$ cat src/rtl/rn_pkg.sv
// Shared types and helpers for the rename-stage pipeline controller.
package rn_pkg;
  typedef enum logic [1:0] {
    RUN   = 2'd0,
    FLUSH = 2'd1,
    WALK  = 2'd2
  } rn_state_e;

  localparam int ROB_DEPTH_DEF  = 32;
  localparam int FREE_PREGS_DEF = 32;

  function automatic logic [2:0] popcount4(input logic [3:0] v);
    return 3'(v[0]) + 3'(v[1]) + 3'(v[2]) + 3'(v[3]);
  endfunction
endpackage

$ cat src/rtl/rn_credit_ctr.sv
// Saturating credit counter: returns from commit/walk, consumption on rename fire.
module rn_credit_ctr #(
  parameter int CW   = 6,
  parameter int MAXV = 32,
  parameter int RSTV = MAXV
) (
  input  logic          clk,
  input  logic          rst,
  input  logic [2:0]    commit_cnt,
  input  logic [2:0]    walk_cnt,
  input  logic [2:0]    take_cnt,
  output logic [CW-1:0] credit
);
  localparam int W = CW + 1;

  logic [CW-1:0] credit_q, credit_d;
  logic [W-1:0]  sum;

  always_comb begin
    sum      = {1'b0, credit_q} + W'(commit_cnt) + W'(walk_cnt) - W'(take_cnt);
    credit_d = (sum > W'(MAXV)) ? CW'(MAXV) : sum[CW-1:0];
  end

  always_ff @(posedge clk or posedge rst) begin
    if (rst) credit_q <= CW'(RSTV);
    else     credit_q <= credit_d;
  end

`ifndef SYNTHESIS
  // Returns beyond the pool size mean a producer double-counted an entry.
  always @(posedge clk) begin
    if (!rst) assert (sum <= W'(MAXV)) else $error("rn_credit_ctr: credit overflow clamped");
  end
`endif

  assign credit = credit_q;
endmodule

$ cat src/rtl/rn_pipe_ctrl.sv
// Rename-stage stall/flush controller with ROB and physical-register credits.
// Optional RN_STALL_PERF_EN adds stall and recovery cycle counters.
module rn_pipe_ctrl
  import rn_pkg::*;
#(
  parameter int ROB_DEPTH  = ROB_DEPTH_DEF,
  parameter int FREE_PREGS = FREE_PREGS_DEF,
  parameter int CW         = 6
) (
  input  logic          clk,
  input  logic          rst,
  input  logic [3:0]    RN_Instvalid,
  input  logic [3:0]    RN_RegW,
  input  logic          iq_full,
  input  logic [2:0]    commit_rob_cnt,
  input  logic [2:0]    commit_preg_cnt,
  input  logic          mispredict,
  input  logic [2:0]    walk_rob_cnt,
  input  logic [2:0]    walk_preg_cnt,
  input  logic          walk_done,
  output logic          stall,
  output logic          flush,
  output logic          rn_fire,
  output logic [CW-1:0] rob_credit,
  output logic [CW-1:0] preg_credit
`ifdef RN_STALL_PERF_EN
  ,
  output logic [31:0]   perf_stall_cyc,
  output logic [31:0]   perf_recover_cyc
`endif
);
  rn_state_e  state_q, state_d;
  logic [2:0] need_rob, need_preg;
  logic [2:0] take_rob, take_preg;

  assign need_rob  = popcount4(RN_Instvalid);
  assign need_preg = popcount4(RN_Instvalid & RN_RegW);

  always_comb begin
    state_d = state_q;
    stall   = 1'b0;
    flush   = 1'b0;
    case (state_q)
      RUN: begin
        // Mispredict wins: the bundle is being flushed, so holding it is pointless.
        stall = !mispredict & (iq_full | (CW'(need_rob) > rob_credit) |
                               (CW'(need_preg) > preg_credit));
        flush = mispredict;
        if (mispredict) state_d = FLUSH;
      end
      FLUSH: begin
        stall   = 1'b1;
        flush   = 1'b1;
        state_d = mispredict ? FLUSH : WALK;
      end
      WALK: begin
        stall = 1'b1;
        flush = mispredict;
        if (mispredict)     state_d = FLUSH;
        else if (walk_done) state_d = RUN;
      end
      default: state_d = RUN;
    endcase
  end

  assign rn_fire   = (state_q == RUN) & (|RN_Instvalid) & !stall & !mispredict;
  assign take_rob  = rn_fire ? need_rob  : 3'd0;
  assign take_preg = rn_fire ? need_preg : 3'd0;

  always_ff @(posedge clk or posedge rst) begin
    if (rst) state_q <= RUN;
    else     state_q <= state_d;
  end

  rn_credit_ctr #(.CW(CW), .MAXV(ROB_DEPTH), .RSTV(ROB_DEPTH)) u_rob_ctr (
    .clk        (clk),
    .rst        (rst),
    .commit_cnt (commit_rob_cnt),
    .walk_cnt   (walk_rob_cnt),
    .take_cnt   (take_rob),
    .credit     (rob_credit)
  );

  rn_credit_ctr #(.CW(CW), .MAXV(FREE_PREGS), .RSTV(FREE_PREGS)) u_preg_ctr (
    .clk        (clk),
    .rst        (rst),
    .commit_cnt (commit_preg_cnt),
    .walk_cnt   (walk_preg_cnt),
    .take_cnt   (take_preg),
    .credit     (preg_credit)
  );

`ifdef RN_STALL_PERF_EN
  logic [31:0] stall_cyc_q, recover_cyc_q;

  always_ff @(posedge clk or posedge rst) begin
    if (rst) begin
      stall_cyc_q   <= '0;
      recover_cyc_q <= '0;
    end else begin
      if (state_q == RUN && stall) stall_cyc_q   <= stall_cyc_q + 32'd1;
      if (state_q != RUN)          recover_cyc_q <= recover_cyc_q + 32'd1;
    end
  end

  assign perf_stall_cyc   = stall_cyc_q;
  assign perf_recover_cyc = recover_cyc_q;
`endif
endmodule

$ cat config.mk
export PLATFORM = sky130hd
export DESIGN_NAME = rn_pipe_ctrl
export DESIGN_NICKNAME = d
export VERILOG_FILES = /design/src/rtl/rn_pkg.sv /design/src/rtl/rn_credit_ctr.sv /design/src/rtl/rn_pipe_ctrl.sv
export SDC_FILE = /design/constraint.sdc
export NUM_CORES = 1
export LEC_CHECK = 0
export CELL_PAD_IN_SITES_DETAIL_PLACEMENT = 0
export CELL_PAD_IN_SITES_GLOBAL_PLACEMENT = 1
export CORE_AREA = 2 2 74 76
export DETAILED_ROUTE_END_ITERATION = 10
export DIE_AREA = 0 0 76 78
export PLACE_DENSITY = 0.81
export SLEW_MARGIN = 5
export SYNTH_ARGS = -nofsm -noshare
export SYNTH_HDL_FRONTEND = slang
export SYNTH_SLANG_ARGS = --single-unit
$ cat constraint.sdc
create_clock -name clk -period 4.2 [get_ports clk]
set_input_delay 0.84 -clock clk [delete_from_list [all_inputs] [get_ports clk]]
set_output_delay 0.84 -clock clk [all_outputs]
set_load 0.005 [all_outputs]
==> results of run 1 <==
-- power groups by stage --
stage | combinational [mW] | sequential, mW | clock (mW)
2_1_floorplan | 0.722 | 0.224 | 0
3_3_place_gp | 1.14 | 0.226 | 0
3_5_place_dp | 1.17 | 0.224 | 0
4_1_cts | 1.25 | 0.223 | 0.136
5_1_grt | 1.49 | 0.229 | 0.141
6_report | 1.33 | 0.221 | 0.133
-- synth_stat cells, types with 2 or more instances --
master / instances
nor2b_1: 6
dfrtp_1: 12
nor2_1: 11
xnor2_1: 4
fa_1: 14
a21o_1: 2
nor3_1: 3
nand3_1: 8
o21ai_0: 5
inv_1: 46
and3_1: 2
nand4_1: 2
a211oi_1: 2
a21oi_1: 11
and2_1: 5
dfstp_2: 2
ha_1: 35
-- per-layer routing --
| layer | part of all wire, % | track usage (%) | vias up |
|---|---|---|---|
| li1 | - | - | 748 |
| met1 | 44 | 17.0 | 695 |
| met2 | 50 | 25.0 | 38 |
| met3 | 3.3 | 2.21 | 11 |
| met4 | 2.8 | 6.00 | 0 |
| met5 | 0 | 0 | - |
-- kinds of logic after synthesis --
family	after synthesis
fa+ha+maj	49
simple gates	42
buf+inv	46
flops	14
xor+xnor	6
compound gates	30
-- timing repair --
action,4_1_cts,5_1_grt
endpoints found under the setup margin,14,14
pin swaps,27,26
setup buffers,4,2
hold endpoints to repair,0,0
gates resized for setup,48,18
-- metrics by stage --
stage                     setup WS [ns]  hold WS (ns)
after floorplan                   -1.26         0.564
after global placement            -1.97         0.612
after detailed placement          -2.10         0.624
after CTS                         -1.27         0.633
after global routing              -1.49         0.691
final                             -1.27         0.621
-- area by class of cell --
cell class | count | share of cell area [%]
repair buffers | 67 | 22.5
well taps | 70 | 3.26
multi-input cells | 127 | 52.6
clock buffers | 4 | 2.05
flip-flops and latches | 14 | 13.1
inverters | 46 | 6.43
-- how the worst max path moves through the flow --
stage / to / from / slack [ns]
finish: u_rob_ctr.credit[1]$_DFF_PP0_ / RN_RegW[0] / -1.27
global route: u_rob_ctr.credit[5]$_DFF_PP1_ / RN_RegW[0] / -1.49
CTS: u_preg_ctr.credit[4]$_DFF_PP0_ / RN_Instvalid[3] / -1.27
global placement: u_preg_ctr.credit[2]$_DFF_PP0_ / RN_Instvalid[0] / -1.97
floorplan: u_preg_ctr.credit[1]$_DFF_PP0_ / RN_Instvalid[3] / -1.26
detailed placement: u_preg_ctr.credit[2]$_DFF_PP0_ / RN_Instvalid[0] / -2.10
-- state kept, by name (all words and copies together) (netlist names) --
register / count
u_preg_ctr.credit: 6
u_rob_ctr.credit: 6
state_q: 2
-- worst max-delay path: stages --
cell	delay, ns
buf_6	0.09
and2_4	0.15
fa_1	0.53
ha_2	0.20
ha_4	0.21
ha_4	0.21
nor2b_1	0.12
o21ai_1	0.15
a21oi_2	0.09
o41ai_4	0.39
buf_4	0.19
nand3_2	0.07
fa_1	0.52
inv_2	0.04
fa_1	0.55
inv_2	0.05
ha_4	0.16
fa_2	0.33
a21o_2	0.20
a21oi_2	0.17
xnor2_2	0.14
a211oi_1	0.23
==> results_dict.tcl, run 1 <==
set metrics [dict create \
    drc 0 \
    core-area_um2 5040 \
    yosys.area_share.adder_pct 41.0 \
    start_util_pct 34.7 \
    cts_buffer_depth 2 \
    clock_sink_count 14 \
    yosys.area.top_type_share_pct 25.0 \
    ios 40 \
    grt_start_max_net_pins 15 \
    synth_mux_area_share_pct 0 \
    slew_headroom_pct 64.3 \
    cp-end-kind "flop" \
    setup_ws_ns -1.27 \
    worstPathRequired_ns 4.36 \
    asyncSetResetFlopFracSynth_pct 100 \
    viasPerCell 4.55 \
    ff2ff_path_depth 18 \
    wl_per_cell_um 12.5 \
    fin_total_pwr_mw 1.69 \
    diodes 0 \
    dr.pass1.iters 5 \
    final_cells 328 \
    worstHoldStart "state_q[1]$_DFFE_PP0P_" \
    num-fill-cells 457 \
    worstHoldPathCells 2 \
    regArea_um2 353 \
    place_hpwl_mm 3.40 \
    ys_types 34 \
    syn_to_final_growth_pct 53.3 \
    synth_area_per_cell_um2 9.37 \
    hp-class "reg -> reg" \
    final_cell_mix "inv_1 (42), clkdlybuf4s50_1 (31), ha_1 (27)" \
    drtIter0Drc 25 \
    syn_inst 187 \
    regToRegStartpoint "u_preg_ctr.credit[1]$_DFF_PP0_" \
    multiInputGateArea_um2 1410 \
    synth_top_family_by_area "adder cells" \
    synth_edf_count 0 \
    combPwrFrac_pct 79.0 \
    p_sw_share_pct 42.5 \
    fin_util_pct 53.3 \
    fp.dieArea_um2 5930 \
    die_width_um 76 \
    cts_tree "yes" \
    antenna_found_initial 0 \
    nNetsFinal 333 \
    place_area_um2 2460 \
    synth.area.top_cells "ha_1 (25%), dfrtp_1 (17%), fa_1 (16%)" \
    portBuffers 39 \
    violations "setup timing" \
    cts-root-buf "clkbuf_8" \
    final-setup-viol-count 13 \
    fp.dieH_um 78 \
    skew_ns 0.00431 \
    synth-seq-area-share_pct 20.1 \
    synth-simple-area-share_pct 12.9 \
    grt_pass1_wl_mm 6.81 \
    seqPwrFrac_pct 13.1 \
    drtAntennaViolNets 0 \
    grt_pass1_vias 1583 \
    maxCapViolCount 0 \
    cp-start-kind "input pin" \
    synth_nets 261 \
    htreeDepth 1 \
    worst_slew_pin_slew_ns 0.534 \
    rrSetupSlack_ns -0.02 \
    hold_viol 0 \
    path_max_fanout 6 \
    grt_remaining_overflow 0 \
    final_common_cell "inv_1" \
    dr_total_vias 1492 \
    layout-drive-gt1-share_pct 32.9 \
    yosys.area.top_type "ha_1" \
    p_sw_mw 0.716 \
    p_clk_share_pct 7.9 \
    setup_tns_ns -14.53 \
    crit_type "in -> reg" \
    placedCellCount 319 \
    power-per-cell-area_nw_per_um2 628 \
    synth-compound-area-share_pct 12.6 \
    fin_area_um2 2690 \
    outcome "finished, violations left" \
    fmax_mhz 183 \
    grt_usage_pct 14.1 \
    drt_wl_total_mm 4.10 \
    fin_crit_ns 5.47 \
    ys_dominant_reg_cell "dfrtp_1" \
    drv_slew 0 \
    cp_data_arrival_time_ns 5.63 \
    ir_drop_v 0.000345 \
    reg2reg_to "u_rob_ctr.credit[1]$_DFF_PP0_" \
    clkLatencyLatePin_ns 0.25 \
    std_cell_rows 26 \
    yosysWarnings 0 \
    min_to "state_q[1]$_DFFE_PP0P_" \
    cts_hold_buffers 0 \
    synth_seq_cells 14 \
    cts_buffers 3 \
    netlist_area_um2 1750 \
    synth_xor_area_share_pct 3.43 \
    routabilityCongestion 0.808 \
    period_share_pct 130 \
    p_leak_nw 1.28 \
    rsz0062_at_grt "true" \
    clkTransAtPathRegs_ns 0.06 \
    p_int_mw 0.971 \
]
Power figures use the tool's default switching activity.
==> run 2: changes to the inputs <==
==> constraint.sdc (replaced) <==
create_clock -name clk -period 4.2 [get_ports clk]
set_input_delay 0.84 -clock clk [delete_from_list [all_inputs] [get_ports clk]]
set_output_delay 0.84 -clock clk [all_outputs]
set_load 0.01 [all_outputs]
==> run 2 against run 1 <==
The flow still finishes with violations (setup timing). Register-to-register slack barely moved. Clock-buffer cell count did not move. Cell area fell by 0.89%.
==> results_dict.tcl, run 2 (synthesized netlist as in run 1, its figures left out) <==
set metrics [dict create \
    outcome "finished, violations left" \
    violations "setup timing" \
    seqPwrFrac_pct 13.2 \
    fin_hold_ws_ns 0.627 \
    drv_slew 0 \
    hp-class "reg -> reg" \
    worst_path_max_delay_cell "fa_1" \
    portBuffers 39 \
    diodes 0 \
    viasPerCell 4.52 \
    cts-root-buf "clkbuf_8" \
    cp-end-kind "flop" \
    wl_per_cell_um 12.4 \
    drt_wl_total_mm 4.06 \
    combPwrFrac_pct 78.9 \
    fp.dieArea_um2 5930 \
    drc 0 \
    cp-start-kind "input pin" \
    grt_usage_pct 14.1 \
    layout-drive-gt1-share_pct 31.5 \
    worstHoldStart "state_q[1]$_DFFE_PP0P_" \
    max_stage_delay_ns 0.55 \
    cp_data_arrival_time_ns 5.62 \
    regToRegStartpoint "u_preg_ctr.credit[1]$_DFF_PP0_" \
    crit_start "RN_RegW[0]" \
    final_cell_mix "inv_1 (42), clkdlybuf4s50_1 (31), ha_1 (27)" \
    worst_slew_pin_slew_ns 0.534 \
    path_cells "buf_6, and2_4, fa_1, ha_2, ha_4, ha_4, nor2b_1, o21ai_1, a21oi_2, o41ai_4, buf_4, nand3_2, fa_1, inv_2, fa_1, inv_2, ha_4, fa_2, a21o_2, a21oi_2, xnor2_2, a211oi_1" \
    ir_drop_v 0.000347 \
    grt_pass1_vias 1583 \
    setup_ws_ns -1.26 \
    worst-path-stages 22 \
    ff2ff_path_depth 18 \
    crit_buf_inv 4 \
    clock_sink_count 14 \
    core-area_um2 5040 \
    grt_start_max_net_pins 15 \
    fp.dieH_um 78 \
    slew_headroom_pct 64.3 \
    p_sw_share_pct 42.8 \
    nNetsFinal 332 \
    p_clk_share_pct 7.9 \
    fin_total_pwr_mw 1.68 \
    fmax_mhz 183 \
    place_hpwl_mm 3.40 \
    grt_pass1_wl_mm 6.81 \
    grt_remaining_overflow 0 \
    setup_tns_ns -14.39 \
    hold_viol 0 \
    cts_buffers 3 \
    path_max_fanout 6 \
    syn_to_final_growth_pct 51.9 \
    maxCapViolCount 0 \
    skew_ns 0.00431 \
    cts_buffer_depth 2 \
    rsz0062_at_grt "true" \
    std_cell_rows 26 \
    start_util_pct 34.7 \
    p_int_mw 0.959 \
    p_leak_nw 1.27 \
    worstPathRequired_ns 4.36 \
    dr_total_vias 1478 \
    clkLatencyLatePin_ns 0.25 \
    period_share_pct 130 \
    antenna_found_initial 0 \
    dr.pass1.iters 6 \
    drtIter0Drc 27 \
    final_common_cell "inv_1" \
    worstHoldPathCells 2 \
    final-setup-viol-count 13 \
    p_sw_mw 0.719 \
    crit_type "in -> reg" \
    clkTransAtPathRegs_ns 0.06 \
    ios 40 \
    fin_crit_ns 5.46 \
    rrSetupSlack_ns -0.01 \
    cp_top_family "adder cells" \
    die_width_um 76 \
    cts_hold_buffers 0 \
    htreeDepth 1 \
    power-per-cell-area_nw_per_um2 631 \
    drtAntennaViolNets 0 \
    cts_tree "yes" \
    routabilityCongestion 0.808 \
]
[run 2: changes by cell type in the layout (fill, tap and decap cells not counted), sizes merged]
cell         delta
dlygate4sd2     +1
clkbuf          -1
buf             -1
[run 2: layout make-up]
class | count | area, µm²
clock buffer | 4 | 55.1
fill | 460 | 2380
inverter | 46 | 173
multi-input combinational | 127 | 1390
sequential | 14 | 353
tap | 70 | 87.6
timing repair buffer | 66 | 601
[run 2: per-stage QoR]
step / util, % / setup slack (ns) / std cells / cell area, µm²
floorplan: - / -1.26 / 187 / 1810
global placement: 48.7 / -1.97 / 319 / 2460
detailed placement: 48.7 / -2.10 / 319 / 2460
CTS: 51.7 / -1.27 / 327 / 2610
global route: 52.8 / -1.47 / 327 / 2660
finish: 52.8 / -1.26 / 327 / 2660
[run 2: layer usage]
metal | routed length [µm] | up-vias | GRT usage (%)
met3 | 118 | 9 | 2.21
met2 | 2070 | 29 | 25.0
met5 | 0 | - | 0
met1 | 1780 | 693 | 17.0
met4 | 87 | 0 | 6.00
li1 | - | 747 | -
[run 2: worst register-to-register path, delay by kind of cell, from the launching register on]
family / cells / cell delay [ns]
flops: 1 / 0.38
compound gates: 6 / 1.22
xor+xnor: 1 / 0.14
buf+inv: 4 / 0.41
simple gates: 2 / 0.19
fa+ha+maj: 5 / 1.78
[run 2: what timing repair did]
action / 4_1_cts / 5_1_grt
endpoints found under the setup margin: 14 / 14
pin swaps: 27 / 26
resized for setup: 48 / 13
cloned: 0 / 0
setup buffers: 4 / 1
[run 2: worst paths after layout]
path / to
setup / recovery: u_rob_ctr.credit[1]$_DFF_PP0_
min in group asynchronous: u_rob_ctr.credit[4]$_DFF_PP0_
setup reg to reg: u_rob_ctr.credit[1]$_DFF_PP0_
hold reg to reg: state_q[1]$_DFFE_PP0P_
max in group asynchronous: u_rob_ctr.credit[5]$_DFF_PP1_
hold / removal: state_q[1]$_DFFE_PP0P_
[run 2: power by group through the flow]
stage / Clock, mW / Combinational [mW] / Sequential [mW]
2_1_floorplan: 0 / 0.728 / 0.237
3_3_place_gp: 0 / 1.16 / 0.226
3_5_place_dp: 0 / 1.19 / 0.224
4_1_cts: 0.136 / 1.27 / 0.223
5_1_grt: 0.141 / 1.48 / 0.229
6_report: 0.132 / 1.32 / 0.221
==> run 3: changes to the inputs <==
--- a/config.mk
+++ b/config.mk
@@ -7,11 +7,12 @@
 export LEC_CHECK = 0
 export CELL_PAD_IN_SITES_DETAIL_PLACEMENT = 0
 export CELL_PAD_IN_SITES_GLOBAL_PLACEMENT = 1
-export CORE_AREA = 2 2 74 76
+export CORE_AREA = 2 2 78 80
 export DETAILED_ROUTE_END_ITERATION = 10
-export DIE_AREA = 0 0 76 78
-export PLACE_DENSITY = 0.81
+export DIE_AREA = 0 0 80 82
+export PLACE_DENSITY = 0.8
 export SLEW_MARGIN = 5
 export SYNTH_ARGS = -nofsm -noshare
 export SYNTH_HDL_FRONTEND = slang
+export SYNTH_HIERARCHICAL = 1
 export SYNTH_SLANG_ARGS = --single-unit
==> run 3 against run 2 <==
The flow still finishes with violations (setup timing). Combinational power is 20% higher. Critical path type unchanged. Largest power group unchanged. Highest routed layer unchanged. Sequential power grew 10%. Synthesized cell count grew 17%. Via count is 13% higher.
==> results_dict.tcl, run 3 <==
set metrics [dict create \
    outcome "finished, violations left" \
    violations "setup timing" \
    setup_ws_ns -0.993 \
    worst_slew_pin_slew_ns 0.424 \
    cts_tree "yes" \
    ys_dominant_reg_cell "dfrtp_1" \
    yosys.area.top_type_share_pct 21.3 \
    cp_data_arrival_time_ns 5.30 \
    routabilityCongestion 0.785 \
    grt_pass1_vias 1647 \
    placedCellCount 354 \
    clkTransAtPathRegs_ns 0.06 \
    grt_remaining_overflow 0 \
    synth_seq_cells 14 \
    final-setup-viol-count 13 \
    max_stage_delay_ns 0.51 \
    final_cells 360 \
    die_width_um 80 \
    drv_slew 0 \
    nNetsFinal 358 \
    hp-class "reg -> reg" \
    drt_wl_total_mm 4.54 \
    rsz0062_at_grt "true" \
    syn_to_final_growth_pct 50.8 \
    slew_headroom_pct 71.7 \
    synth.most_common_cell "inv_1" \
    std_cell_rows 28 \
    fin_crit_ns 5.19 \
    fp.dieArea_um2 6560 \
    cts_buffer_depth 2 \
    yosys.area.top_type "ha_1" \
    dr_total_vias 1674 \
    worstPathRequired_ns 4.30 \
    synth_area_per_cell_um2 8.90 \
    synth.area.top_cells "ha_1 (21%), dfrtp_1 (15%), fa_1 (14%)" \
    crit_top_cell "ha_4" \
    grt_usage_pct 14.1 \
    place_hpwl_mm 3.70 \
    syn_inst 218 \
    cp-start-kind "input pin" \
    start_util_pct 33.8 \
    synth-seq-area-share_pct 18.2 \
    drtAntennaViolNets 0 \
    fp.dieH_um 82 \
    synth_common_cells "inv_1 (57), ha_1 (33), fa_1 (14)" \
    htreeDepth 1 \
    viasPerCell 4.65 \
    drc 0 \
    cp-end-kind "flop" \
    clkLatencyLatePin_ns 0.24 \
    grt_pass1_wl_mm 7.29 \
    p_leak_nw 1.34 \
    fin_area_um2 2930 \
    final_cell_mix "inv_1 (52), clkdlybuf4s50_1 (31), buf_4 (25)" \
    skew_ns 0.00222 \
    antenna_found_initial 0 \
    maxCapViolCount 0 \
    period_share_pct 124 \
    drtIter0Drc 31 \
    diodes 0 \
    ys_types 45 \
    netlist_area_um2 1940 \
    yosysWarnings 6 \
    wl_per_cell_um 12.6 \
    asyncSetResetFlopFracSynth_pct 100 \
    fmax_mhz 193 \
    crit_type "in -> reg" \
    cts-root-buf "clkbuf_8" \
    worst_path_max_delay_cell "fa_1" \
    portBuffers 39 \
    path_cells "buf_6, and2_4, fa_1, ha_4, ha_4, ha_4, and3_4, nor4_2, a32o_2, o21ai_1, inv_1, fa_1, inv_1, fa_1, inv_2, ha_4, a211oi_4, nor2_2, o311ai_4, nor3_1" \
    ios 40 \
    synth_edf_count 0 \
    layout-drive-gt1-share_pct 32.3 \
    power-per-cell-area_nw_per_um2 671 \
    ir_drop_v 0.000393 \
    grt_start_max_net_pins 11 \
    dr.pass1.iters 4 \
    cts_buffers 3 \
    path_max_fanout 6 \
    synth_nets 290 \
    fin_hold_ws_ns 0.614 \
    hold_viol 0 \
    place_area_um2 2700 \
    final_common_cell "inv_1" \
    clock_sink_count 14 \
    core-area_um2 5750 \
]
[run 3: cell count changes after synthesis, moves of 3 or more]
cell      before  now
nand3_1        8   11
nor3_1         3    6
o211ai_1       0    3
o21ai_1        1    5
inv_1         46   57
nor3b_1        1    5
nand2_1        0    5
nor2b_1        6    2
a21oi_1       11    6
[run 3: layout make-up]
cell class,count,area [µm²]
clock buffers,4,55.1
fillers,533,2820
inverters,57,214
multi-input cells,145,1640
flip-flops and latches,14,353
well taps,75,93.8
repair buffers,65,572
[run 3: cell families (layout without fill, tap and decap cells)]
group	Yosys count	after routing	synth area share, %
DFF	14	14	18.2
adders and majority gates	47	47	35.7
buffers and inverters	59	126	11.8
muxes	2	2	1.10
AOI/OAI and AO/OA	34	34	14.1
and+or+nand+nor	58	58	17.3
xor gates and xnor gates	4	4	1.81
[run 3: what timing repair did]
| action | CTS | global route |
|---|---|---|
| hold buffers | 0 | 0 |
| pin swaps | 24 | 11 |
| gates resized for setup | 51 | 12 |
| setup endpoints to repair | 14 | 14 |
| buffers inserted | 2 | 1 |
[run 3: report_power, final]
| group | internal [mW] | switching (mW) | leakage [nW] |
|---|---|---|---|
| logic | 0.799 | 0.792 | 1.13 |
| clock network | 0.0829 | 0.0455 | 0.0288 |
| registers | 0.197 | 0.0461 | 0.180 |
| total | 1.08 | 0.883 | 1.34 |
[run 3: critical path, delay by kind of cell]
family / cells / cell delay [ns]
adders and majority gates: 7 / 2.38
AOI/OAI and AO/OA: 4 / 1.18
and+or+nand+nor: 5 / 0.61
buffers and inverters: 4 / 0.29
[run 3: path summary, 6_finish.rpt]
check	start	end	slack [ns]	cells past startpoint
min	state_q[1]$_DFFE_PP0P_	state_q[1]$_DFFE_PP0P_	0.61	2
min reg2reg	state_q[1]$_DFFE_PP0P_	state_q[1]$_DFFE_PP0P_	0.61	2
max	RN_RegW[0]	u_rob_ctr/credit[0]$_DFF_PP0_	-0.99	20
max in group asynchronous	rst	u_rob_ctr/credit[5]$_DFF_PP1_	3.06	2
max reg2reg	state_q[0]$_DFFE_PP0P_	u_rob_ctr/credit[0]$_DFF_PP0_	0.21	17
min in group asynchronous	rst	state_q[1]$_DFFE_PP0P_	0.84	2
[run 3: per-layer routing]
metal | share of wire (%) | vias to the layer above | routed length, µm | track usage, %
li1 | - | 859 | - | -
met4 | 0.75 | 0 | 34 | 3.05
met1 | 46 | 789 | 2110 | 18.8
met3 | 3.8 | 2 | 172 | 1.54
met2 | 49 | 24 | 2220 | 24.6
met5 | 0 | - | 0 | 0
[run 3: metrics by stage]
stage / setup TNS [ns] / setup WS [ns] / utilization (%) / total power [mW]
6_report: -11.64 / -0.993 / 50.9 / 1.96
5_1_grt: -13.54 / -1.15 / 50.9 / 2.15
4_1_cts: -12.31 / -1.08 / 49.8 / 1.84
3_5_place_dp: -20.78 / -1.71 / 46.9 / 1.62
3_3_place_gp: -20.24 / -1.63 / 46.9 / 1.60
2_1_floorplan: -10.78 / -0.953 / - / 1.19
